<file path="config.mk">
export PLATFORM = sky130hd
export DESIGN_NAME = game_countdown_timer
export DESIGN_NICKNAME = d
export VERILOG_FILES = /design/src/rtl/game_countdown_timer.sv
export SDC_FILE = /design/constraint.sdc
export NUM_CORES = 1
export LEC_CHECK = 0
export CAP_MARGIN = 20
export CORE_AREA = 10 10 92 94
export DETAILED_ROUTE_END_ITERATION = 10
export DIE_AREA = 0 0 102 104
export GPL_TIMING_DRIVEN = 0
export PLACE_DENSITY = 0.76
export SLEW_MARGIN = 20
export SYNTH_ARGS = -nofsm -noshare
export SYNTH_HDL_FRONTEND = slang
export SYNTH_SLANG_ARGS = --single-unit
</file>
<file path="constraint.sdc">
create_clock -name clk -period 4.95 [get_ports clk]
set_input_delay 0.99 -clock clk [delete_from_list [all_inputs] [get_ports clk]]
set_output_delay 0.99 -clock clk [all_outputs]
set_load 0.005 [all_outputs]
</file>
<file path="src/rtl/game_countdown_timer.sv">
// game_countdown_timer: countdown timer with a 1 Hz prescaler, pause, bonus add, warning flag and BCD digits.
// Ports: clk/rst_n      system clock, async active-low reset
//        start_i        pulse, load START_SEC and run (restarts from any state)
//        pause_i        level, hold countdown and prescaler
//        add_en_i       pulse, add add_sec_i (saturating at MAX_SEC)
//        seconds_o      remaining seconds; tens_o/ones_o its BCD digits
//        sec_tick_o     one-cycle pulse per counted second
//        running_o      in RUN; warning_o low-time flag; time_up_o in DONE
module game_countdown_timer #(
  parameter int TICK_DIV  = 50000000,
  parameter int WIDTH     = 8,
  parameter int START_SEC = 60,
  parameter int MAX_SEC   = 99,
  parameter int WARN_SEC  = 10
) (
  input  logic             clk,
  input  logic             rst_n,
  input  logic             start_i,
  input  logic             pause_i,
  input  logic             add_en_i,
  input  logic [WIDTH-1:0] add_sec_i,
  output logic [WIDTH-1:0] seconds_o,
  output logic [3:0]       tens_o,
  output logic [3:0]       ones_o,
  output logic             sec_tick_o,
  output logic             running_o,
  output logic             warning_o,
  output logic             time_up_o
);
  localparam int PW = $clog2(TICK_DIV);
  typedef enum logic [1:0] {IDLE, RUN, PAUSED, DONE} state_t;
  state_t state_q, state_d;
  logic [PW-1:0] presc_q, presc_d;
  logic [WIDTH-1:0] sec_q, sec_d;
  logic tick_q, up_q, up_d, tick;
  logic [WIDTH:0] sum, nxt;
  always_comb begin
    // start overrides everything, so a coinciding wrap is not a tick
    tick = !start_i && state_q == RUN && !pause_i && presc_q == PW'(TICK_DIV - 1);
    // one extra bit keeps the bonus add from wrapping before saturation
    sum = {1'b0, sec_q} - {{WIDTH{1'b0}}, tick} + (add_en_i ? {1'b0, add_sec_i} : '0);
    nxt = sum > (WIDTH+1)'(MAX_SEC) ? (WIDTH+1)'(MAX_SEC) : sum;
    state_d = state_q;
    presc_d = presc_q;
    sec_d   = sec_q;
    up_d    = up_q;
    if (start_i) begin
      sec_d   = WIDTH'(START_SEC);
      presc_d = '0;
      state_d = START_SEC == 0 ? DONE : RUN;
      up_d    = START_SEC == 0;
    end else if (state_q == RUN || state_q == PAUSED) begin
      sec_d = nxt[WIDTH-1:0];
      if (state_q == RUN && !pause_i) presc_d = tick ? '0 : presc_q + PW'(1);
      if (nxt == '0) begin
        state_d = DONE;
        presc_d = '0;
        up_d    = 1'b1;
      end else begin
        state_d = pause_i ? PAUSED : RUN;
      end
    end
  end
  always_ff @(posedge clk or negedge rst_n) begin
    if (!rst_n) begin
      state_q <= IDLE;
      presc_q <= '0;
      sec_q   <= WIDTH'(START_SEC);
      tick_q  <= 1'b0;
      up_q    <= 1'b0;
    end else begin
      state_q <= state_d;
      presc_q <= presc_d;
      sec_q   <= sec_d;
      tick_q  <= tick;
      up_q    <= up_d;
    end
  end
  assign seconds_o  = sec_q;
  assign tens_o     = 4'(sec_q / 10);
  assign ones_o     = 4'(sec_q % 10);
  assign sec_tick_o = tick_q;
  assign time_up_o  = up_q;
  assign running_o  = state_q == RUN;
  assign warning_o  = (state_q == RUN || state_q == PAUSED) && sec_q != '0 && sec_q <= WIDTH'(WARN_SEC);
endmodule

</file>
# Yosys cells after proc, flatten, opt, wreduce, memory -nomap -nowiden
# Index checks and enable logic that the tools add are counted.
# word_totals
ff_bits	38
latchBits	0
ramBits	0
romBits	0
in_bits	13
out_inout_bits	20
n_memories	0
# op_classes
add_sub_neg	3
n_mul	0
n_div	2
n_lt_le_gt_ge	2
eq_ne	3
shifts	0
n_mux	16
bitwise_logic	0
reduce_logical	16
# op_table
operator	count
$mux W26	5
$div A8 B4 Y32 const B	1
$mod A8 B4 Y32 const B	1
$add A26 B1 Y26 const B	1
$eq A26 B26 Y1 const B	1
$mux W8	3
$add A9 B8 Y9	1
$gt A9 B7 Y1 const B	1
$logic_not A9 Y1	1
$mux W9	1
$sub A8 B1 Y9	1
$le A8 B4 Y1 const B	1
$mux W2	4
$reduce_bool A8 Y1	1
$logic_and A1 B1 Y1	6
$reduce_and A2 Y1	2
$reduce_bool A2 Y1	2
$mux W1	3
$reduce_bool A3 Y1	1
$eq A2 B1 Y1 const B	1
$eq A2 B2 Y1 const B	1
$logic_not A1 Y1	2
$logic_or A1 B1 Y1	1

# Depth between registers and ports, before layout
# Gate-level depths: netlist (run 1).
# logic_depth
depth_word	12
depth_mapped	19
depth_no_buf	17

# Worst setup path after synthesis (run 1)
# OpenSTA, ideal clock, no wires.
# synth_timing
kind	input to register
start	input port start_i
end	register presc_q[21]
setup_time_ps	78
t_arrival_ps	4729
t_required_ps	4872
setup_slack_ps	143
stages	16
cell_sequence	clkinv_1 -> and3_1 -> nand4_1 -> nor3_1 -> ha_1 -> inv_1 -> ha_1 -> fa_1 -> a211o_1 -> a211o_1 -> a21o_1 -> a221o_2 -> o21ai_2 -> a21oi_2 -> or4_1 -> a21oi_1
# synth_between
elab_chain_len	12
word_cells_on_any_way	17
# synth_rtl
item	line_no	rtl
start, declared	18	input logic start_i,
$logic_not A1 Y1 (*)	39	tick = !start_i && state_q == RUN && !pause_i && presc_q == PW'(TICK_DIV - 1);
$logic_and A1 B1 Y1 (*) (3 in a row)	39	
via tick	35	logic tick_q, up_q, up_d, tick;
$sub A8 B1 Y9	41	sum = {1'b0, sec_q} - {{WIDTH{1'b0}}, tick} + (add_en_i ? {1'b0, add_sec_i} : '0);
$add A9 B8 Y9	41	
$gt A9 B7 Y1	42	nxt = sum > (WIDTH+1)'(MAX_SEC) ? (WIDTH+1)'(MAX_SEC) : sum;
$mux W9	42	
$logic_not A9 Y1	55	if (nxt == '0) begin
$mux W26	55	
$mux W26	52	end else if (state_q == RUN || state_q == PAUSED) begin
$mux W26	47	if (start_i) begin
end signal, assigned	73	presc_q <= presc_d;
end, declared	33	logic [PW-1:0] presc_q, presc_d;
# The timed path passes the listed nets; every way through them passes the cells marked *. The select of a mux whose other input is x is not followed.
# A chain may end at the register's enable or synchronous reset.

# Worst setup path after layout (run 1)
# layout_timing
start	input port start_i
end	register presc_q[13]
# The elaborated chain is that of the path after synthesis.

==> results of run 1 <==
## routing by layer
metal / GRT usage / up-vias / wire, µm
met3: 0.0279 / 16 / 531
met2: 0.245 / 107 / 3930
met5: 0 / - / 0
met4: 0.0494 / 0 / 167
li1: - / 1650 / -
met1: 0.208 / 1575 / 3870
## final cells by class
type	instances	share of cell area
clock buffer	6	0.0209
clock inverter	2	0.0152
multi-input combinational	330	0.547
buffer	21	0.0235
timing repair buffer	37	0.0929
tap	80	0.0254
sequential	38	0.243
inverter	33	0.0327
## flip-flops by register name, summed over array words and instances, names as in the netlist
register,cells
sec_tick_o,1
state_q,2
time_up_o,1
seconds_o,8
presc_q,26
## worst max path at each step
stage	slack, ps	endpoint
2_1_floorplan	140	presc_q[21]
3_3_place_gp	-1300	presc_q[3]
3_5_place_dp	-1380	presc_q[3]
4_1_cts	20	presc_q[13]
5_1_grt	8	presc_q[13]
6_report	210	presc_q[13]
## critical path: cells and delay by family
family                     cells  cell delay (ps)
and+or+nand+nor                4              920
AOI/OAI and AO/OA              7             1700
adders and majority gates      3              740
buffers and inverters          4              600
## cell usage in the layout, fill, tap and decap left out, types with 5 or more instances in the layout
master,n
nor2_1,25
buf_4,7
a21oi_1,37
nand2_1,40
a21o_1,5
dfrtp_1,33
nor2b_1,5
nor3_1,9
clkbuf_8,6
nand4_1,7
and3_1,7
or3_1,10
clkbuf_1,15
ha_1,18
nand2b_1,6
xnor2_1,8
o21ai_0,29
inv_1,31
nand3_1,21
clkdlybuf4s50_1,27
o211ai_1,8
a211oi_1,7
## cell families after synthesis
kind of cell | share of synthesized area
AOI/OAI and AO/OA | 0.279
xor gates and xnor gates | 0.0322
adders and majority gates | 0.0851
buffers and inverters | 0.0644
DFF | 0.293
muxes | 0.00345
and+or+nand+nor | 0.244
## per-stage QoR
step | setup TNS, ps | area, µm²
after global placement | -33370 | 3680
after CTS | 0 | 3880
after global routing | 0 | 3950
final | 0 | 3950
after detailed placement | -35760 | 3690
after floorplan | 0 | 3270
## power by group through the flow
stage	Combinational, mW	Clock (mW)	Sequential, mW
6_report	1.62	0.329	0.393
3_5_place_dp	1.58	0	0.397
5_1_grt	1.80	0.347	0.398
4_1_cts	1.60	0.332	0.391
3_3_place_gp	1.54	0	0.396
2_1_floorplan	1.09	0	0.391
## what timing repair did
item                       CTS  global route
setup endpoints to repair   39            25
gates cloned                 0             0
pin swaps                    1             3
buffers inserted             1             4
gates resized for setup     13            12
hold buffers                 0             0
==> results.tsv, run 1 <==
metric	value	unit
Synth area leader	dfrtp_1	
Final Skew	7.78	ps
First DRT Iteration DRCs	191	
Worst setup SP type	input port	
gr usage total	0.156	
Flop pwr share	0.168	
clock group share of total power	0.140	
GP Congestion	0.929	
flop2flop setup slack	410	ps
worst setup margin	209	ps
Final Util	0.590	
Comb pwr share	0.692	
Slew Limit Fails	0	
Reg-to-Reg End	presc_q[13]	
critical path arrival	4960	ps
1st-pass router iterations	4	
Fin. Hold Viols	0	
Reg area	957	µm²
via count	3348	
CP max stage delay	420	ps
final HPWL from detailed placement	6.36	mm
Port Buffer Count	31	
worst endpoint required time	5170	ps
post-DR vias/cell	6.12	
Pwr Density	594	nW/µm²
Static Leak	1.58	nW
Post-synth EDFFs	0	
pre-CTS setup slack	-1380	ps
Worst VDD drop	0.000240	V
proportion of layout cells with a drive suffix above 1	0.0985	
RSZ-0062 raised after global routing	no	
die height	104	µm
Worst Setup SP	start_i	
clk_lat worst skew	300	ps
Async SR Flop Fraction	1.00	
Max Cap Viol	0	
Core Area	6680	µm²
status	complete, no violations	
cell breakdown of the critical path	dlygate4sd2_1 > clkinv_4 > and3_1 > nand4_1 > nor3_4 > ha_1 > inv_1 > ha_1 > fa_2 > a211o_1 > a211o_1 > a21o_1 > a221o_2 > o21ai_2 > a21oi_2 > clkbuf_4 > or3_1 > a21oi_1	
pin count of the biggest net entering global routing	33	
Slowest cell on crit path	a221o_2	
Filler cells	604	
first-pass GRT wire length	14.1	mm
Min Hold Slack	510	ps
Post-synth top cells	41 x nand2_1, 37 x a21oi_1, 34 x dfrtp_1	
initial antenna violation count	0	
num ports	33	
worst-margin pin slew	649	ps
Top FF cell, synth	dfrtp_1	
chip width	102	µm
NetSw	1.04	mW
CTS tree	built	
Sink Count	38	
row cnt	30	
worst reg-to-reg path cell count	18	
Mapped Area	3270	µm²
CTS buffer count	5	
Post-Synthesis Cells	422	
vias in the first global route	3076	
min Tclk post-route	4740	ps
htree depth	2	
syn avg cell area	7.74	µm²
non-filler cells, final	547	
Hold WC Path Type	in2async	
crit path kind	in2reg	
CP max FO	10	
Root Driver	clkbuf_8	
Starting Density	0.489	
Seq cells post-synth	38	
DRC	0	
clk buf depth	2	
clock slew seen by the registers of the worst setup and hold paths	80	ps
kind of end point of the critical path	register	
max frequency	211	MHz
Total Wirelength	8.50	mm
total power	2.34	mW
total grt overflow	0	
top-area cell type share of the netlist area	0.261	
fin nets	499	
post-route clock period utilization	0.958	
Sw Ratio	0.446	
Avg WL per Cell	15.5	µm
placed cells	534	
antenna-violating nets left	0	
multi-input logic area	2160	µm²
Antenna Cells	0	
Area growth syn-to-layout	20.8	%
Synth area leaders	dfrtp_1 26%, ha_1 7.3%, a21oi_1 5.7%	
Critical R2R Launch	presc_q[0]	
Int Pwr	1.30	mW
final setup fails	0	
Syn Nets	455	
count leader, synth	nand2_1	
slew margin rel.	0.567	
sequential share of the synthesized area	0.293	
synthesis warning total	0	
DIE AREA	10600	µm²
Synth cell types	64	
No activity file was read; power rests on OpenSTA's default activity.
==> inputs of run 2 (changes only) <==
- CORE_AREA: 10 10 92 94 -> 8 8 90 92
- DIE_AREA: 0 0 102 104 -> 0 0 98 100
==> run 2 against run 1 <==
Final area down 1.2%; clock skew about the same; critical endpoint is now ones_o[1]; critical path type is now reg2out; count of clock-buffer cells in the layout down 1; highest routed layer unchanged; combinational power about the same; global-route usage up 1.6 points; worst hold slack better by 4.2 ps; non-clock buffer count unchanged.
==> results.tsv, run 2 (same netlist as run 1, synthesis figures left out) <==
metric	value	unit	change
Antenna Cells	0		unchanged
Hold WC Path Type	reg2reg		
CTS buffer count	5		unchanged
row cnt	30		unchanged
Worst Setup SP	seconds_o[6]		
Critical R2R Launch	presc_q[0]		
DIE AREA	9800	µm²	-7.6%
critical path arrival	3790	ps	-1170 ps
Sink Count	38		unchanged
final setup TNS	0	ps	unchanged
commonest non-fill, non-tap cell in the layout	nand2_1		
Reg-to-Reg End	presc_q[13]		
Total Wirelength	8.48	mm	-0.32%
vias in the first global route	3132		+1.8%
worst reg-to-reg path cell count	18		unchanged
Pwr Density	574	nW/µm²	-3.3%
max frequency	209	MHz	-0.74%
initial antenna violation count	0		unchanged
CP max FO	10		unchanged
via count	3348		unchanged
kind of end point of the critical path	primary output		
CTS tree	built		
Root Driver	clkbuf_8		
flop2flop setup slack	410	ps	about the same
clk buf depth	2		unchanged
max FFs per register	26		unchanged
CP Capture Point	ones_o[1]		
total grt overflow	0		unchanged
Worst VDD drop	0.000219	V	-9.0%
pre-CTS setup slack	-1270	ps	+115 ps
final HPWL from detailed placement	6.25	mm	-1.7%
clock slew seen by the registers of the worst setup and hold paths	80	ps	about the same
clk_lat worst skew	290	ps	about the same
Port Buffer Count	31		unchanged
Fin. Hold Viols	0		unchanged
Area growth syn-to-layout	19.4	%	
gr usage total	0.171		+0.0158
placed inst area	3700	µm²	+0.20%
Post-CTS Hold Buffers	0		unchanged
crit path kind	reg2out		
Core Area	6640	µm²	-0.56%
die height	100	µm	-3.8%
min Tclk post-route	4780	ps	+35.2 ps
htree depth	2		unchanged
GP Congestion	0.915		-1.5%
Slew Limit Fails	0		unchanged
slew margin rel.	0.582		+0.0145
Top reg by flops	presc_q		
pin count of the biggest net entering global routing	21		-36%
final setup fails	0		unchanged
post-route clock period utilization	0.965		+0.00712
Avg WL per Cell	15.5	µm	-0.13%
finished layout cell area	3900	µm²	-1.2%
most frequent cells in the layout	41 x nand2_1, 36 x a21oi_1, 34 x dfrtp_1, 31 x inv_1, 28 x o21ai_0		
chip width	98	µm	-3.9%
proportion of layout cells with a drive suffix above 1	0.0987		+0.000211
worst endpoint required time	3960	ps	-1210 ps
Final Skew	7.99	ps	+0.207 ps
Static Leak	1.56	nW	-1.2%
post-DR vias/cell	6.13		+0.18%
Max Cap Viol	0		unchanged
First DRT Iteration DRCs	148		-23%
worst setup margin	173	ps	-35.2 ps
Worst setup SP type	register		
num ports	33		unchanged
Starting Density	0.492		+0.00276
Final Util	0.587		-0.00363
Filler cells	599		-0.83%
fin nets	499		unchanged
status	complete, no violations		
first-pass GRT wire length	14.3	mm	+1.4%
1st-pass router iterations	4		unchanged
antenna-violating nets left	0		unchanged
DRC	0		unchanged
worst-margin pin slew	623	ps	-26.2 ps
==> run 2: power by group <==
group | switching (mW) | internal, mW
Combinational | 0.906 | 0.736
Sequential | 0.0348 | 0.357
Clock | 0.111 | 0.0946
Total | 1.05 | 1.19
==> run 2: worst min-delay path by stage <==
stage	from	end	cells after the start
final	presc_q[1]	presc_q[1]	2
after global routing	presc_q[1]	presc_q[1]	2
after CTS	presc_q[1]	presc_q[1]	2
after detailed placement	presc_q[1]	presc_q[1]	2
after global placement	presc_q[1]	presc_q[1]	2
after floorplan	presc_q[1]	presc_q[1]	2
==> run 2: final cells by class <==
cell class,instances,area (µm²),share of cell area
Tap cell,80,100,0.0257
Timing Repair Buffer,38,382,0.0979
Clock inverter,2,10.0,0.00257
Sequential cell,38,956,0.245
Multi-Input combinational cell,330,2160,0.555
Buffer,20,91.3,0.0234
Inverter,33,129,0.0331
Clock buffer,5,68.8,0.0177
==> run 2: per-layer routing <==
layer | track usage | routed length [µm] | share of wire | vias to the layer above
met5 | 0 | 0 | 0 | -
met4 | 0.0420 | 76 | 0.0090 | 0
met3 | 0.0401 | 540 | 0.064 | 12
met2 | 0.281 | 3940 | 0.46 | 106
met1 | 0.222 | 3920 | 0.46 | 1588
li1 | - | - | - | 1642
==> run 2: what timing repair did <==
item,4_1_cts,5_1_grt
pin swaps,1,3
buffers inserted,1,5
setup endpoints to repair,36,23
gates resized for setup,12,14
==> run 2: worst max-delay path, cell delays in order, from the launching register on <==
cell and delay, ps:
dfrtp_1 430, or2_2 350, ha_4 310, nor2b_1 100, maj3_1 380, a2111oi_2 360
o21ba_2 220, buf_4 170, nand2_1 90, o22a_1 230, o21a_1 160, o21ai_0 160
clkdlybuf4s50_1 530
==> run 2: per-stage QoR <==
stage	hold WS (ps)	cells	power, mW
after detailed placement	502	534	1.97
after floorplan	476	422	1.48
after CTS	520	542	2.19
after global placement	500	533	1.94
final	514	546	2.24
after global routing	557	546	2.44
==> inputs of run 3 (changes only) <==
- REMOVE_ABC_BUFFERS: unset -> 1
==> run 3 against run 2 <==
Via count fell by 0.45%; die area did not move; critical path depth rose by 5; worst hold slack improved by 4.5 ps; wire length fell by 0.20%; critical endpoint is now presc_q[21]; largest power group unchanged.
==> results.tsv, run 3 (same netlist as run 1, synthesis figures left out) <==
metric	value	unit	change
Final Skew	14.2	ps	+6.21 ps
worst reg-to-reg path cell count	17		-1
Core Area	6640	µm²	unchanged
Root Driver	clkbuf_8		
Pwr Density	606	nW/µm²	+5.5%
chip width	98	µm	unchanged
min Tclk post-route	4760	ps	-15.3 ps
Fin. Hold Viols	0		unchanged
Hold WC Path Type	reg2reg		
Sink Count	38		unchanged
Starting Density	0.492		unchanged
commonest non-fill, non-tap cell in the layout	nand2_1		
gr usage total	0.170		-0.00133
DRC	0		unchanged
First DRT Iteration DRCs	181		+22%
RSZ-0062 raised after global routing	no		
Antenna Cells	0		unchanged
Total Wirelength	8.46	mm	-0.20%
final setup TNS	0	ps	unchanged
post-DR vias/cell	6.29		+2.6%
clk_lat worst skew	300	ps	about the same
antenna-violating nets left	0		unchanged
Flop pwr share	0.194		+0.019
Worst setup SP type	input port		
fin nets	482		-3.4%
Avg WL per Cell	16.0	µm	+2.8%
post-route clock period utilization	0.962		-0.00308
Sw Ratio	0.446		-0.0237
initial antenna violation count	0		unchanged
DIE AREA	9800	µm²	unchanged
hold path cells	2		unchanged
clock slew seen by the registers of the worst setup and hold paths	90	ps	about the same
Static Leak	1.55	nW	-0.54%
first-pass GRT wire length	14.2	mm	-1.1%
most frequent cells in the layout	41 x nand2_1, 37 x a21oi_1, 33 x dfrtp_1, 31 x inv_1, 31 x o21ai_0		
total power	2.37	mW	+5.9%
clock group share of total power	0.135		+0.043
CTS buffer count	5		unchanged
via count	3333		-0.45%
max frequency	210	MHz	+0.32%
total grt overflow	0		unchanged
worst endpoint required time	5170	ps	+1210 ps
critical path arrival	4980	ps	+1190 ps
Comb pwr share	0.671		-0.062
final setup fails	0		unchanged
final HPWL from detailed placement	5.96	mm	-4.6%
die height	100	µm	unchanged
Port Buffer Count	32		+3.2%
Area growth syn-to-layout	19.8	%	
Top reg by flops	presc_q		
CP max FO	13		+3
kind of end point of the critical path	register		
GP Congestion	0.866		-5.4%
CTS tree	built		
num ports	33		unchanged
Final Util	0.589		+0.00207
slew margin rel.	0.606		+0.0245
Max Cap Viol	0		unchanged
proportion of layout cells with a drive suffix above 1	0.100		+0.00129
Slew Limit Fails	0		unchanged
Int Pwr	1.31	mW	+11%
pin count of the biggest net entering global routing	22		+4.8%
status	complete, no violations		
crit path kind	in2reg		
1st-pass router iterations	5		+1
worst-margin pin slew	587	ps	-36.4 ps
max FFs per register	26		unchanged
htree depth	2		unchanged
row cnt	30		unchanged
Worst VDD drop	0.000205	V	-6.1%
vias in the first global route	3093		-1.2%
clk buf depth	2		unchanged
NetSw	1.06	mW	+0.51%
-- run 3: critical path, cell delays in order --
cell      delay [ps]
clkbuf_4         210
clkinv_4         120
and3_1           150
nand4_1          140
nor3_4           290
ha_1             170
inv_1             40
ha_1             210
fa_1             410
a211o_1          330
a211o_1          290
a21o_1           200
a221o_2          420
o21ai_4          180
a21oi_4          130
or4_1            530
a21oi_1          170
-- run 3: layout make-up --
class | instances | area [µm²]
inverters | 33 | 129
fillers | 588 | 2730
flip-flops and latches | 38 | 957
repair buffers | 40 | 407
clock inverters | 3 | 68.8
clock buffers | 5 | 68.8
multi-input cells | 331 | 2180
well taps | 80 | 100
-- run 3: path summary, 6_finish.rpt --
kind | startpoint | to | slack, ps
min reg2reg | time_up_o | time_up_o | 520
min in group asynchronous | rst_n | presc_q[13] | 630
min | time_up_o | time_up_o | 520
max reg2reg | presc_q[0] | presc_q[21] | 340
max in group asynchronous | rst_n | presc_q[6] | 3870
max | start_i | presc_q[21] | 190
-- run 3: routing by layer --
layer	vias up	part of all wire	GRT usage	wire, µm
met1	1602	0.44	0.207	3760
li1	1609	-	-	-
met2	105	0.48	0.292	4090
met5	-	0	0	0
met3	17	0.058	0.0415	493
met4	0	0.013	0.0480	108
-- run 3: stage by stage --
step	instances	worst slack (ps)	hold slack, ps	area, µm²
after global routing	530	0.934	541	3910
after detailed placement	514	-1610	491	3620
after CTS	527	19.1	514	3870
after global placement	513	-1510	499	3600
final	530	189	519	3910
after floorplan	401	19.0	476	3180
-- run 3: power by group through the flow --
stage	Combinational, mW	Sequential (mW)	Clock [mW]
final	1.59	0.460	0.321
after global routing	1.75	0.472	0.336
after CTS	1.55	0.457	0.324
after detailed placement	1.45	0.477	0
after global placement	1.40	0.474	0
after floorplan	0.986	0.452	0
-- run 3: timing repair --
action / 4_1_cts / 5_1_grt
hold buffers: 0 / 0
hold endpoints to repair: 0 / 0
setup endpoints to repair: 40 / 5
pin swaps: 3 / 4
buffers inserted: 4 / 3
resized for setup: 21 / 5
gates cloned: 1 / 0
